<file path="src/rtl/bitwise_logic_unit.sv">
// Two-stage bitwise logic pipeline with valid/ready handshakes, result flags,
// an optional accumulator operand and a completed-transfer counter.
module bitwise_logic_unit #(
  parameter int WIDTH = 8,
  parameter int CNT_W = 16,
  localparam int ONES_W = $clog2(WIDTH + 1)
) (
  input  logic              clk,
  input  logic              reset,
  input  logic              in_valid,
  output logic              in_ready,
  input  logic [WIDTH-1:0]  a,
  input  logic [WIDTH-1:0]  b,
  input  logic [2:0]        op,
  input  logic              acc_sel,
  input  logic              acc_clr,
  output logic              out_valid,
  input  logic              out_ready,
  output logic [WIDTH-1:0]  y,
  output logic              zero,
  output logic              parity,
  output logic [ONES_W-1:0] ones,
  output logic [CNT_W-1:0]  count
);

  logic             s1_valid;
  logic [WIDTH-1:0] s1_a;
  logic [WIDTH-1:0] s1_b;
  logic [2:0]       s1_op;
  logic             s1_acc_sel;
  logic             s2_valid;
  logic [WIDTH-1:0] acc;

  logic              advance;
  logic              in_xfer;
  logic              out_xfer;
  logic [WIDTH-1:0]  b_eff;
  logic [WIDTH-1:0]  result;
  logic [ONES_W-1:0] result_ones;

  // Both handshakes are masked during reset so nothing transfers while flushing.
  assign advance   = s1_valid && (!s2_valid || out_ready);
  assign in_ready  = !reset && (!s1_valid || advance);
  assign out_valid = !reset && s2_valid;
  assign in_xfer   = in_valid && in_ready;
  assign out_xfer  = out_valid && out_ready;

  always_comb begin
    b_eff = s1_acc_sel ? acc : s1_b;
    case (s1_op)
      3'b000:  result = s1_a & b_eff;
      3'b001:  result = s1_a | b_eff;
      3'b010:  result = s1_a ^ b_eff;
      3'b011:  result = ~(s1_a & b_eff);
      3'b100:  result = ~(s1_a | b_eff);
      3'b101:  result = ~(s1_a ^ b_eff);
      3'b110:  result = ~s1_a;
      default: result = s1_a;
    endcase
  end

  always_comb begin
    result_ones = '0;
    for (int i = 0; i < WIDTH; i++) begin
      result_ones = result_ones + ONES_W'(result[i]);
    end
  end

  always_ff @(posedge clk) begin
    if (reset) begin
      s1_valid   <= 1'b0;
      s1_a       <= '0;
      s1_b       <= '0;
      s1_op      <= '0;
      s1_acc_sel <= 1'b0;
      s2_valid   <= 1'b0;
      y          <= '0;
      zero       <= 1'b1;
      parity     <= 1'b0;
      ones       <= '0;
      acc        <= '0;
      count      <= '0;
    end else begin
      if (in_xfer) begin
        s1_valid   <= 1'b1;
        s1_a       <= a;
        s1_b       <= b;
        s1_op      <= op;
        s1_acc_sel <= acc_sel;
      end else if (advance) begin
        s1_valid <= 1'b0;
      end

      if (advance) begin
        s2_valid <= 1'b1;
        y        <= result;
        zero     <= (result == '0);
        parity   <= ^result;
        ones     <= result_ones;
      end else if (out_xfer) begin
        s2_valid <= 1'b0;
      end

      // Clear beats a same-edge accumulate load.
      if (acc_clr) begin
        acc <= '0;
      end else if (advance && s1_acc_sel) begin
        acc <= result;
      end

      if (out_xfer) begin
        count <= count + CNT_W'(1);
      end
    end
  end

endmodule

</file>
<file path="config.mk">
export PLATFORM = sky130hd
export DESIGN_NAME = bitwise_logic_unit
export DESIGN_NICKNAME = d
export VERILOG_FILES = /design/src/rtl/bitwise_logic_unit.sv
export SDC_FILE = /design/constraint.sdc
export NUM_CORES = 1
export LEC_CHECK = 0
export CAP_MARGIN = 20
export CORE_MARGIN = 3
export CORE_UTILIZATION = 54
export CTS_CLUSTER_DIAMETER = 30
export DETAILED_ROUTE_END_ITERATION = 10
export PLACE_DENSITY_LB_ADDON = 0.25
export SKIP_CTS_REPAIR_TIMING = 1
export SLEW_MARGIN = 20
export SYNTH_ARGS = -nofsm -noshare
export SYNTH_HDL_FRONTEND = slang
export SYNTH_SLANG_ARGS = --single-unit
</file>
<file path="constraint.sdc">
create_clock -name clk -period 5.6 [get_ports clk]
set_clock_uncertainty 0.05 [all_clocks]
set_input_delay 0.84 -clock clk [delete_from_list [all_inputs] [get_ports clk]]
set_output_delay 0.84 -clock clk [all_outputs]
set_load 0.01 [all_outputs]
</file>
==> flow_summary.yaml <==
timing:
  setup_viol: 0
  worst_slew_pin_slew_ns: 1.08
  clock.fmax_ghz: 0.214
  timing.setup.tns_ns: 0
  rsz0062_at_grt: "false"
  holdWs_ns: 0.402
  period_share_pct: 83.6
  slew_headroom_pct: 27.6
  fin_crit_ns: 4.68
  hold_viol_final: 0
  slew_viol_final: 0
setup_path:
  cp_slowest_stage_delay_ns: 0.69
  reg2reg_from: "s1_acc_sel"
  timing.critical_path.to: "ones[2]"
  r2r_cells: 17
  cp-start-kind: "register"
  crit_buf_inv: 5
  worstSetupEndpointType: "register"
  path_depth: 17
  crit_start: "s1_acc_sel"
  critPathRequiredTime_ns: 5.82
  slowest_stage: "dfxtp_1"
  crit_family: "adder cells"
  worstPathCellList: "mux2i_1 -> inv_1 -> ha_1 -> mux2_1 -> mux4_2 -> inv_1 -> fa_1 -> inv_1 -> fa_1 -> fa_1 -> inv_1 -> ha_1 -> inv_1 -> fa_1 -> xnor2_1 -> nand2_1 -> a21oi_1"
  path_class: "register to register"
  crit_top_cell: "inv_1"
  cp_max_fo: 12
  cp_data_arrival_time_ns: 4.91
  r2r-end: "ones[2]"
  r2r_slack_ns: 0.92
logic_synthesis:
  synth_top_area_share_pct: 33.4
  synth_edf_count: 0
  async_reset_ff_share_pct: 0
  synth_cell_types: 58
  avgSynthCellArea_um2: 8.65
  ys_warn_count: 0
  synthFlopType: "dfxtp_1"
  synth_top_area_cell: "dfxtp_1"
  synthCells: 416
  ys_ff_latch: 60
  syn-num-nets: 469
  ys_seq_area_share_pct: 33.4
  synthTopCellsByArea: "dfxtp_1 (33%), ha_1 (8.3%), nand2_1 (4.7%)"
  synth.cell_area_um2: 3600
worst_hold_path:
  min_path_type: "register to register"
final_layout:
  drive_gt1_share_pct: 6.88
  nNetsFinal: 513
  mostFrequentLayoutCells: "dfxtp_1 (60), clkdlybuf4s50_1 (55), nand2_1 (45)"
  areaGrowthSynthToFinish_pct: 22.3
  layout_commonest_cell: "dfxtp_1"
  antenna_cells: 0
  num-fill-cells: 555
placement:
  hpwl_um: 6210
  numPortBuffers: 56
  place.gp.congestion: 0.859
floorplan:
  die_h_um: 87.6
  rows: 29
  die-area_um2: 7680
  initial_utilization_pct: 56.3
  core-area_um2: 6390
  die_w_um: 87.6
  num_io_pins: 57
clock_network:
  clock_latency_ns: 0.35
  clockRootBuffer: "clkbuf_8"
  h-tree-depth: 3
  clock_path_buffers: 2
  path_clk_slew_ns: 0.08
  numClockSinks: 60
  cts-buffers-inserted: 9
  cts_tree: "built"
outcome:
  outcome: "finished, final reports clean"
routing:
  first_iter_violations: 149
  post_drt_wl_per_cell_um: 16.1
  ant_nets: 0
  viasPerCell: 5.90
  drc: 0
  drt_first_pass_iters: 4
  drt-total-wl_um: 8700
  vias: 3199
power:
  power.density_nw_per_um2: 294
  ir_worst_vdd_v: 0.000257
  leakage_nw: 1.79
grt:
  grt_pass1_vias: 2935
  grt_max_degree: 47
  antenna_found_initial: 0
  grt-ovfl-total: 0
  grt_pass1_wl_um: 14100
  grt.total_usage_pct: 23.6
run:
  cap_violations: 0
## worst min path at each step
stage | to | slack [ns] | cells after the start | start
floorplan | acc[0] | 0.38 | 1 | acc[0]
global placement | ones[3] | 0.39 | 2 | ones[3]
detailed placement | ones[3] | 0.39 | 2 | ones[3]
CTS | ones[3] | 0.40 | 2 | ones[3]
global route | ones[3] | 0.42 | 2 | ones[3]
finish | ones[3] | 0.40 | 2 | ones[3]
## per-layer routing
metal / vias to the layer above / global-route usage (%) / wire (µm)
li1: 1577 / - / -
met1: 1532 / 30.7 / 4040
met3: 13 / 3.48 / 348
met5: - / 0 / 0
met2: 77 / 38.4 / 4110
met4: 0 / 11.0 / 201
## final cells by class
class | instances | area [µm²] | share of cell area [%]
clock inverter | 6 | 111 | 2.53
clock buffer | 10 | 138 | 3.13
sequential | 60 | 1200 | 27.3
timing repair buffer | 61 | 593 | 13.5
multi-input combinational | 297 | 2150 | 48.7
inverter | 31 | 116 | 2.64
tap | 77 | 96.3 | 2.19
## worst register-to-register path: cells and delay by family (launching register included)
family / cells / cell delay, ns
fa+ha+maj: 6 / 1.97
mux: 3 / 1.17
flops: 1 / 0.69
buf+inv: 5 / 0.39
xor+xnor: 1 / 0.16
compound gates: 1 / 0.14
simple gates: 1 / 0.07
## per-stage QoR
stage                     instance area [µm²]  cells  util [%]  power, mW  setup slack, ns
after CTS                                4400    542      68.9       1.30            0.929
after floorplan                          3600    416         -      0.713             1.12
after global routing                     4400    542      68.9       1.37            0.630
after global placement                   4150    526      65.0      0.797             1.11
final                                    4400    542      68.9       1.29            0.916
after detailed placement                 4150    526      65.0      0.809            0.928
## sequential cells by signal (all words and copies together), names as in the netlist
name and cells:
s1_a 8, s2_valid 1, zero 1, ones 4, y 8, parity 1, s1_op 3, s1_acc_sel 1
acc 8, s1_b 8, count 16, s1_valid 1
## cell families (layout without fill, tap and decap cells)
group / count (synthesis) / after routing / share of synthesized area (%)
fa+ha+maj: 28 / 28 / 10.6
buf+inv: 59 / 108 / 7.34
xor+xnor: 12 / 12 / 2.92
mux: 20 / 20 / 6.02
compound gates: 99 / 99 / 19.5
flops: 60 / 60 / 33.4
simple gates: 138 / 138 / 20.2
## cells in the mapped netlist, drive strengths merged, types with 2 or more instances
master    n
mux2      3
a2bb2o    5
o21ai    20
o2bb2ai   2
o31ai    11
dfxtp    60
nor2b    16
and2      2
o311ai    2
nand2    46
nor3      5
and3b     5
mux2i    16
and4b     7
clkbuf   10
or3       5
nand3    11
nand2b    3
o22ai     5
buf      18
a2111oi   5
nor2     23
o41ai     2
a211oi   15
xor2      8
a21oi    18
nand4     8
ha       24
o221ai    4
inv      31
and4      2
o32a      2
xnor2     4
fa        4
## power breakdown
part           internal [mW]  switching [mW]
logic                  0.158           0.172
clock network          0.308           0.184
registers              0.450          0.0234
total                  0.915           0.379
Note: power is estimated with default switching activity, not from simulation.
